<file path="src/rtl/acs_pmu.sv">
// Add-compare-select / path-metric unit for a K=3, rate-1/2 Viterbi decoder (g0=111, g1=101).
// Seeds four path metrics from the branch-metric chain, then runs one ACS step per received pair.
module acs_pmu #(
  parameter int unsigned PM_W      = 6,
  parameter int unsigned FRAME_LEN = 32
) (
  input  logic            clk,
  input  logic            rst,
  input  logic            refresh,
  input  logic            seed_valid,
  input  logic [3:0]      bm_000,
  input  logic [3:0]      bm_001,
  input  logic [3:0]      bm_010,
  input  logic [3:0]      bm_011,
  input  logic [3:0]      bm_100,
  input  logic [3:0]      bm_101,
  input  logic [3:0]      bm_110,
  input  logic [3:0]      bm_111,
  input  logic            sym_valid,
  input  logic [1:0]      rx_pair,
  output logic [PM_W-1:0] pm0,
  output logic [PM_W-1:0] pm1,
  output logic [PM_W-1:0] pm2,
  output logic [PM_W-1:0] pm3,
  output logic [3:0]      decision,
  output logic [1:0]      best_state,
  output logic            valid_out,
  output logic            frame_done
);

  localparam int unsigned MW        = PM_W + 1;
  localparam logic [7:0]  LAST_STEP = 8'(FRAME_LEN - 1);

  typedef enum logic {IDLE, RUN} state_t;

  state_t          state_q;
  logic [7:0]      cnt_q;
  logic [PM_W-1:0] pm_q [4];
  logic [PM_W-1:0] pm_d [4];
  logic [3:0]      dec_q, dec_d;
  logic [1:0]      best_q, best_d;
  logic            valid_q, done_q;

  logic [3:0]      bm [8];
  logic [3:0]      cand [4];
  logic [3:0]      cand_min;
  logic [PM_W-1:0] seed_pm [4];
  logic [3:0]      seed_dec;

  logic [1:0]      st;
  logic            b, u;
  logic [1:0]      hd0, hd1;
  logic [MW-1:0]   m0, m1, norm, acs_min;
  logic [MW-1:0]   acs_new [4];
  logic [PM_W-1:0] acs_pm [4];
  logic [3:0]      acs_dec;

  assign bm[0] = bm_000;
  assign bm[1] = bm_001;
  assign bm[2] = bm_010;
  assign bm[3] = bm_011;
  assign bm[4] = bm_100;
  assign bm[5] = bm_101;
  assign bm[6] = bm_110;
  assign bm[7] = bm_111;

  // Seed: state {y,z} keeps the cheaper of the two candidate paths x=0 / x=1.
  always_comb begin
    cand_min = '1;
    seed_dec = '0;
    for (int unsigned s = 0; s < 4; s++) begin
      seed_dec[s] = bm[s + 4] < bm[s];
      cand[s]     = seed_dec[s] ? bm[s + 4] : bm[s];
      if (cand[s] < cand_min) cand_min = cand[s];
    end
    for (int unsigned s = 0; s < 4; s++) begin
      seed_pm[s] = PM_W'(cand[s] - cand_min);
    end
  end

  // ACS: predecessors of {b,u} are {0,b} and {1,b}; expected code c0=u^b^a, c1=u^a.
  always_comb begin
    st      = '0;
    b       = 1'b0;
    u       = 1'b0;
    hd0     = '0;
    hd1     = '0;
    m0      = '0;
    m1      = '0;
    norm    = '0;
    acs_min = '1;
    acs_dec = '0;
    for (int unsigned s = 0; s < 4; s++) begin
      st  = 2'(s);
      b   = st[1];
      u   = st[0];
      hd0 = {1'b0, rx_pair[1] ^ u ^ b} + {1'b0, rx_pair[0] ^ u};
      hd1 = {1'b0, ~(rx_pair[1] ^ u ^ b)} + {1'b0, ~(rx_pair[0] ^ u)};
      m0  = {1'b0, pm_q[{1'b0, b}]} + MW'(hd0);
      m1  = {1'b0, pm_q[{1'b1, b}]} + MW'(hd1);
      acs_dec[s] = m1 < m0;
      acs_new[s] = acs_dec[s] ? m1 : m0;
      if (acs_new[s] < acs_min) acs_min = acs_new[s];
    end
    for (int unsigned s = 0; s < 4; s++) begin
      norm      = acs_new[s] - acs_min;
      acs_pm[s] = norm[PM_W] ? '1 : norm[PM_W-1:0];
    end
  end

  always_comb begin
    for (int unsigned s = 0; s < 4; s++) begin
      pm_d[s] = (state_q == IDLE) ? seed_pm[s] : acs_pm[s];
    end
    dec_d  = (state_q == IDLE) ? seed_dec : acs_dec;
    best_d = '0;
    for (int unsigned s = 1; s < 4; s++) begin
      if (pm_d[s] < pm_d[best_d]) best_d = 2'(s);
    end
  end

  always_ff @(posedge clk or posedge rst) begin
    if (rst) begin
      state_q <= IDLE;
      cnt_q   <= '0;
      pm_q    <= '{default: '0};
      dec_q   <= '0;
      best_q  <= '0;
      valid_q <= 1'b0;
      done_q  <= 1'b0;
    end else if (refresh) begin
      state_q <= IDLE;
      cnt_q   <= '0;
      pm_q    <= '{default: '0};
      dec_q   <= '0;
      best_q  <= '0;
      valid_q <= 1'b0;
      done_q  <= 1'b0;
    end else begin
      valid_q <= 1'b0;
      done_q  <= 1'b0;
      case (state_q)
        IDLE: begin
          if (seed_valid) begin
            pm_q    <= pm_d;
            dec_q   <= dec_d;
            best_q  <= best_d;
            valid_q <= 1'b1;
            state_q <= RUN;
          end
        end
        RUN: begin
          if (sym_valid) begin
            pm_q    <= pm_d;
            dec_q   <= dec_d;
            best_q  <= best_d;
            valid_q <= 1'b1;
            if (cnt_q == LAST_STEP) begin
              cnt_q   <= '0;
              done_q  <= 1'b1;
              state_q <= IDLE;
            end else begin
              cnt_q <= cnt_q + 8'd1;
            end
          end
        end
        default: state_q <= IDLE;
      endcase
    end
  end

  assign pm0        = pm_q[0];
  assign pm1        = pm_q[1];
  assign pm2        = pm_q[2];
  assign pm3        = pm_q[3];
  assign decision   = dec_q;
  assign best_state = best_q;
  assign valid_out  = valid_q;
  assign frame_done = done_q;

endmodule
</file>
<file path="config.mk">
export PLATFORM = sky130hd
export DESIGN_NAME = acs_pmu
export DESIGN_NICKNAME = d
export VERILOG_FILES = /design/src/rtl/acs_pmu.sv
export SDC_FILE = /design/constraint.sdc
export NUM_CORES = 1
export LEC_CHECK = 0
export CORE_MARGIN = 10
export CORE_UTILIZATION = 55
export DETAILED_ROUTE_END_ITERATION = 10
export DONT_BUFFER_PORTS = 1
export PLACE_DENSITY = 0.78
export SKIP_LAST_GASP = 1
export SYNTH_ARGS = -nofsm -noshare
export SYNTH_HDL_FRONTEND = slang
export SYNTH_SLANG_ARGS = --single-unit
</file>
<file path="constraint.sdc">
create_clock -name clk -period 20 [get_ports clk]
set_clock_uncertainty 0.2 [all_clocks]
set_input_delay 3 -clock clk [delete_from_list [all_inputs] [get_ports clk]]
set_output_delay 3 -clock clk [all_outputs]
set_load 0.01 [all_outputs]
</file>
* Word-level counts from Yosys, hierarchy flattened
Index checks and enable logic that the tools add are counted.
** Storage, ports and cells
- Word-level logic and storage cells :: 126
- Memory bits (writable) :: 0
- Latch bits :: 0
- Memories kept :: 0
- Bits in read-only memories :: 0
- Register bits :: 41
- Output and inout port bits :: 32
** Operators by class
- Add/sub/neg operators :: 21
- Shift-type cells :: 0
- Magnitude comparators :: 21
- Reductions and logical operators :: 4
- Equality and inequality tests :: 3
- Muxes and demuxes :: 62
- $mul :: 0
- Bitwise logic cells :: 5
- Divide/modulo/power cells :: 0
** Operators by type and width (count)
- 24-bit two-way mux :: 3
- 6-bit two-way mux :: 12
- 6-bit by 2-bit adder with 7-bit output :: 8
- 7-bit two-way mux :: 8
- 7-bit less-than comparator :: 7
- 4-bit two-way mux :: 12
- 24-bit one-hot mux with 2 select lines :: 1
- 8-bit two-way mux :: 4
- 4-bit less-than comparator :: 7
- 7-bit subtractor :: 4
- 6-bit binary-select mux with 2-bit select :: 2
- 4-bit by 4-bit subtractor with 5-bit output :: 4
- 6-bit less-than comparator :: 3
- 1-bit two-way mux :: 11
- 2-bit two-way mux :: 5
- 1-bit by 1-bit adder with 2-bit output :: 4
- 8-bit by 1-bit adder with 8-bit output, second input constant :: 1
- 8-bit by 5-bit == test with 1-bit output, second input constant :: 1
- 4-bit one-hot mux with 2 select lines :: 1
- 7-bit less-than comparator, second input constant :: 1
- 3-bit >= comparator, second input constant :: 2
- 3-bit != test, second input constant :: 2
- 4-bit less-than comparator, second input constant :: 1
- 1-bit one-hot mux with 2 select lines :: 2
- 6 further kinds :: 10

* Depth between registers and ports, before layout
Gate-level depths: netlist of run 1.
- Word-level depth :: 33
- Mapped depth :: 75
- Gate-level depth less buffers :: 71

* Worst setup path before layout of run 1
No wires, ideal clock.
- Path type :: in2reg
- Start point :: input port rx_pair[0]
- End point :: register best_q[0] (netlist: best_state[0])
- Buffers on the path :: 4
- Setup slack :: 2.825 ns
- Arrival :: 16.887 ns
- Required time :: 19.713 ns
- Library setup time :: 0.087 ns
- Stages on the path :: 73
- Cell sequence :: inv_1 > ha_1 > ha_1 > ha_1 > a21oi_1 > nor2_1 > xnor2_1 > inv_1 > ha_1 > a21o_1 > a211oi_1 > o21a_1 > or2_4 > buf_2 > mux2i_1 > inv_1 > ha_1 > nand4_1 > (+37 left out) > nand2_1 > a31oi_4 > mux2_4 > inv_1 > ha_1 > a21o_1 > a21o_1 > a21oi_1 > nand2_1 > a31oi_2 > mux2i_1 > ha_1 > a21o_1 > nand2_1 > nand3_1 > a311o_1 > or3_1 > o211ai_1
** On the way
- Word-level cells in the longest chain between the ends :: 33
- Elaborated cells between the ends (all ways) :: 59
** RTL lines
- start: declaration :: line 20 : input logic [1:0] rx_pair,
- 1-bit NOT (no source line)
- 1-bit by 1-bit adder with 2-bit output :: line 97, 98
- 6-bit by 2-bit adder with 7-bit output :: line 100 : m1 = {1'b0, pm_q[{1'b1, b}]} + MW'(hd1);
- 7-bit less-than comparator :: line 101 : acs_dec[s] = m1 < m0;
- 7-bit two-way mux :: line 102 : acs_new[s] = acs_dec[s] ? m1 : m0;
- 7-bit less-than comparator :: line 103 : if (acs_new[s] < acs_min) acs_min = acs_new[s];
- 7-bit two-way mux :: line 103
- 7-bit less-than comparator :: line 103
- (+16 left out)
- 2-bit NOT with 3-bit output (not written as such) :: line 118 : if (pm_d[s] < pm_d[best_d]) best_d = 2'(s);
- 6-bit binary-select mux with 2-bit select :: line 118
- 6-bit two-way mux (not written as such) (2 in a row) :: line 118
- 6-bit less-than comparator :: line 118
- 2-bit two-way mux * :: line 118
- 2-bit two-way mux (on tied branches) :: line 153, 144
- 2-bit one-hot mux with 2 select lines * :: line 142 : case (state_q)
- 2-bit two-way mux * :: line 131 : end else if (refresh) begin
- end signal: assignment :: line 147 : best_q <= best_d;
- end signal: assignment :: line 156 : best_q <= best_d;
- end: declaration :: line 41 : logic [1:0] best_q, best_d;
Every way passes the cells marked *; elsewhere a longest branch is shown, timed or not. The select of a mux whose other input is x is not followed.
A chain may end at the register's enable or synchronous reset.

* Worst setup path after layout of run 1
Ends and elaborated chain as after synthesis.

==> impl_metrics.py, run 1 <==
metrics = {
    "outcome": {
        "run_status": "finished, final reports clean",
    },
    "routing": {
        "drtAntennaViolNets": 0,
        "via_per_inst": 6.30,
        "initialDrtViolationCount": 754,
        "drc": 0,
        "wl_um": 22100,
        "route.detailed.wl_per_inst_um": 19.5,
        "vias": 7170,
        "first_pass_iters": 7,
    },
    "die": {
        "die_area_mm2": 0.0195,
        "die_w_um": 140,
        "rows": 43,
        "ios": 71,
        "chipHeight_um": 140,
        "initial_core_util_pct": 56.5,
        "coreArea_mm2": 0.0139,
    },
    "clock_tree": {
        "cts.clk_slew.worst_paths_ns": 0.07,
        "cts_root_buffer": "clkbuf_16",
        "htreeDepth": 2,
        "ctsLongestPathBuffers": 2,
        "cts_buffers": 5,
        "cts_tree": "yes",
        "cts_sinks": 41,
        "clock_latency_ns": 0.29,
        "post_cts_buffers": 0,
    },
    "synth": {
        "seq_area_frac_synth_pct": 13.0,
        "ys_seq_elements": 41,
        "synth_cell_types": 83,
        "yosysWarnings": 0,
        "synthCells": 976,
        "synth_commonest_cells": "ha_1, inv_1, a21oi_1, nor2_1, nand2_1",
        "yosys-top-cells-area": "ha_1, dfrtp_1, xnor2_1, a21oi_1, inv_1",
        "avgSynthCellArea_um2": 8.06,
        "synth_most_common_cell": "ha_1",
        "synth-edff-count": 0,
        "synthFlopType": "dfrtp_1",
        "synth-async-reset-ratio_pct": 100,
        "synth_area_mm2": 0.00787,
        "synthesis.nets": 1151,
        "synth_top_area_share_pct": 20.2,
        "synth_top_area_cell": "ha_1",
    },
    "timing": {
        "finalSetupViolCount": 0,
        "slew_violations": 0,
        "finalCriticalPeriod_ns": 18.77,
        "hold_viol": 0,
        "grt_setup_unrepaired": "false",
        "worst_pin_slew_ns": 0.971,
        "finalSetupTns_ns": 0,
        "fmax_mhz": 53.3,
        "period_share_pct": 93.8,
        "slew_headroom_pct": 35.3,
    },
    "critical_path": {
        "end_kind": "flop",
        "critical_path_class": "input port to flop",
        "crit_fanout": 13,
        "required_ns": 20.00,
        "cp_top_family": "compound AO/OA/AOI/OAI gates",
        "start_kind": "input port",
        "crit_slowest_cell": "or3_4",
        "crit_buf_inv": 6,
        "critPathArrivalTime_ns": 18.77,
        "cpMostUsedCell": "ha_1",
        "slowest_delay_ns": 0.47,
    },
    "placement": {
        "gp_congestion": 0.995,
        "io_buffers": 0,
        "dp_hpwl_um": 18400,
    },
    "global_route": {
        "antenna_found_initial": 0,
        "grt_use_total_pct": 21.6,
        "grt.overflow.total": 0,
        "grt_pass1_wl_um": 35400,
        "grt_max_degree": 35,
        "first_global_vias": 6887,
    },
    "layout": {
        "final_nets": 1131,
        "fill_cells": 1261,
        "drive_gt1_share_pct": 6.37,
        "area_growth_pct": 3.45,
    },
    "flow_run": {
        "maxCapViolCount": 0,
    },
    "hold_path": {
        "hp-class": "flop to flop",
    },
}
worst register-to-register path, delay by kind of cell, from the launching register on:
kind,cells,cell delay (ns)
AO/OA/AOI/OAI,32,7.45
XOR/XNOR,2,0.41
multiplexers,4,1.32
AND/OR/NAND/NOR,13,2.36
flip-flops,1,0.49
buffers and inverters,5,0.51
adder cells (fa/ha/maj),12,3.37
per-layer routing:
metal	part of all wire, %	track usage [%]	wire (µm)
met3	11	7.45	2370
met1	43	27.9	9610
met2	44	34.2	9790
met5	0	0	0
met4	1.7	4.29	386
cell usage in the layout, fill, tap and decap left out, types with 30 or more instances in the layout:
cell type  count
ha_1         127
inv_1        100
a21oi_1       79
nor2_1        69
nand2_1       68
xnor2_1       54
o21ai_0       48
dfrtp_1       41
mux2i_1       36
a21o_1        35
xor2_1        30
registers in the layout (all words and copies together) (netlist names):
signal,flops
pm1,6
pm0,6
frame_done,1
valid_out,1
decision,4
pm3,6
state_q,1
best_state,2
cnt_q,8
pm2,6
through the flow:
stage | hold WS [ns] | utilization [%] | cells | area [µm²] | setup slack, ns
6_report | 0.351 | 58.4 | 1138 | 8140 | 1.23
5_1_grt | 0.392 | 58.4 | 1137 | 8140 | 0.0608
4_1_cts | 0.357 | 58.3 | 1137 | 8130 | 1.24
3_5_place_dp | 0.338 | 57.2 | 1129 | 7980 | 1.04
3_3_place_gp | 0.329 | 57.2 | 1129 | 7980 | 1.49
2_1_floorplan | 0.306 | - | 976 | 7870 | 2.83
logic make-up after synthesis:
group / Yosys count / share of synthesized area, %
mux: 53 / 7.59
flops: 41 / 13.0
xor+xnor: 84 / 9.35
simple gates: 231 / 14.0
buf+inv: 130 / 6.55
compound gates: 293 / 25.9
fa+ha+maj: 144 / 23.5
cell type report:
type	count	area, µm²	area share [%]
Antenna cell	1	2.50	0.0308
Clock buffer	5	125	1.54
Clock inverter	3	25.0	0.308
Inverter	100	375	4.61
Multi-Input combinational cell	805	6340	77.9
Sequential cell	41	1030	12.6
Tap cell	180	225	2.77
Timing Repair Buffer	3	22.5	0.277
what timing repair did:
action	4_1_cts	5_1_grt
gates resized for setup	0	3
hold endpoints to repair	0	0
endpoints found under the setup margin	0	2
hold buffers	0	0
worst paths after layout:
check,slack (ns),startpoint,to,depth (start not counted)
worst max-delay path,1.23,rx_pair[0],best_state[0],70
worst min-delay path,0.35,cnt_q[7],cnt_q[7],2
worst max register to register,3.78,pm2[0],best_state[0],68
worst min register to register,0.35,cnt_q[7],cnt_q[7],2
max in group asynchronous,16.29,rst,pm3[4],2
min in group asynchronous,2.52,rst,pm2[1],1
Power of run 1 is not shown: default switching activity piles up to over one toggle a cycle in this logic, so the estimate is an artifact.
==> inputs of run 2 (changes only) <==
- PLACE_DENSITY: 0.78 -> 0.81
- clock period: 20 -> 16.2 ns (I/O delays scaled with it)
==> run 2 against run 1 <==
Register-to-register slack got worse by 1.4 ns. Count of clock-buffer cells in the layout up 1. Critical path depth decreased by 1. Die area unchanged. Hold slack got worse by 0.0090 ns. Utilization grew 4.6 points. Routed wire length is 4.8% higher. Critical endpoint unchanged.
==> impl_metrics.py, run 2 (same netlist as run 1, synthesis figures left out) <==
metrics = {
    "layout": {
        "final_nets": 1183,
        "multi_input_area_mm2": 0.00657,
        "drive_gt1_share_pct": 14.3,
        "mostFrequentLayoutCell": "ha_1",
        "ff_latch_area_mm2": 0.00103,
        "area_growth_pct": 11.5,
        "largest_register": "cnt_q",
        "largest_reg_flops": 8,
        "final_cell_mix": "ha_1, inv_1, a21oi_1",
        "finalNonFillerCells": 1190,
        "fill_cells": 1139,
    },
    "die": {
        "ios": 71,
        "coreArea_mm2": 0.0139,
        "rows": 43,
        "chipHeight_um": 140,
        "die_w_um": 140,
        "die_area_mm2": 0.0195,
        "initial_core_util_pct": 56.5,
    },
    "placement": {
        "gp_congestion": 1.01,
        "io_buffers": 0,
        "dp_hpwl_um": 18500,
        "dpl.cell_count": 1167,
    },
    "clock_tree": {
        "htreeDepth": 2,
        "cts_tree": "yes",
        "cts_sinks": 41,
        "cts_buffers": 5,
        "cts_root_buffer": "clkbuf_16",
        "clock_latency_ns": 0.30,
        "ctsLongestPathBuffers": 2,
        "cts.clk_slew.worst_paths_ns": 0.07,
        "cts_hold_buf": 0,
    },
    "timing": {
        "finalCriticalPeriod_ns": 15.76,
        "finalSetupViolCount": 0,
        "period_share_pct": 97.3,
        "slew_violations": 0,
        "fmax_mhz": 63.4,
        "worst_pin_slew_ns": 1.07,
        "slew_headroom_pct": 27.9,
        "hold_viol": 0,
    },
    "global_route": {
        "first_global_vias": 7016,
        "antenna_found_initial": 1,
        "grt_use_total_pct": 21.9,
        "grt.overflow.total": 0,
        "grt_pass1_wl_um": 35700,
        "grt_max_degree": 42,
    },
    "routing": {
        "first_pass_iters": 6,
        "drtAntennaViolNets": 0,
        "via_per_inst": 6.33,
        "drc": 0,
        "route.detailed.wl_per_inst_um": 19.5,
        "wl_um": 23200,
        "initialDrtViolationCount": 744,
        "vias": 7537,
    },
    "critical_path": {
        "rr_startpoint": "pm0[1]",
        "required_ns": 16.22,
        "crit_slowest_cell": "or3_4",
        "crit_fanout": 6,
        "start_kind": "input port",
        "slowest_delay_ns": 0.46,
        "end_kind": "flop",
        "critical_path_class": "input port to flop",
        "cp-startpoint": "rx_pair[0]",
        "critPathArrivalTime_ns": 15.78,
        "cpMostUsedCell": "ha_1",
    },
    "hold_path": {
        "hp-class": "flop to flop",
        "worstHoldStart": "cnt_q[7]",
    },
    "flow_run": {
        "maxCapViolCount": 0,
    },
    "outcome": {
        "run_status": "finished, final reports clean",
    },
}
==> run 2: cell count changes in the layout (fill, tap and decap cells not counted), sizes merged <==
| cell | before | now |
|---|---|---|
| buf | 3 | 54 |
| inv | 101 | 99 |
| bufinv | 0 | 1 |
| clkbuf | 5 | 6 |
| or2 | 9 | 10 |
==> run 2: timing repair <==
item | 4_1_cts | 5_1_grt
resized for setup | 0 | 41
setup endpoints to repair | 0 | 2
setup buffers | 0 | 13
==> run 2: routing by layer <==
metal / global-route usage [%] / part of all wire [%] / vias up
li1: - / - / 3561
met1: 27.8 / 42 / 3550
met2: 34.9 / 44 / 362
met3: 6.67 / 11 / 64
met4: 6.47 / 2.7 / 0
met5: 0 / 0 / -
==> run 2: area by class of cell <==
cell class,instances,share of cell area [%]
multi-input combinational,806,74.9
antenna,1,0.0285
inverter,100,4.32
clock inverter,2,0.442
clock buffer,6,1.47
sequential,41,11.7
timing repair buffer,54,4.62
tap,180,2.57
==> run 2: worst paths after layout <==
check	endpoint	slack (ns)	depth (start not counted)
max in group asynchronous	pm1[4]	13.47	2
worst max-delay path	best_state[0]	0.44	69
min in group asynchronous	best_state[1]	1.96	2
worst min-delay path	cnt_q[7]	0.34	2
worst min register to register	cnt_q[7]	0.34	2
worst max register to register	best_state[0]	2.37	66
==> run 2: metrics by stage <==
step	cell area, µm²	setup slack (ns)	util [%]	setup TNS, ns	hold WS, ns
6_report	8770	0.439	63.0	0	0.342
5_1_grt	8770	-0.160	63.0	-0.160	0.384
4_1_cts	8490	0.0213	60.9	0	0.350
3_5_place_dp	8320	-0.237	59.7	-0.330	0.333
3_3_place_gp	8320	0.0624	59.7	0	0.330
2_1_floorplan	7930	0.0214	-	0	0.306
==> run 2: critical path: cells and delay by family <==
kind	cells	cell delay, ns
AOI/OAI and AO/OA	31	5.91
and+or+nand+nor	13	1.84
xor gates and xnor gates	2	0.44
buffers and inverters	8	0.85
adders and majority gates	12	3.32
muxes	3	0.95
Power of run 2 is left out for the same reason.
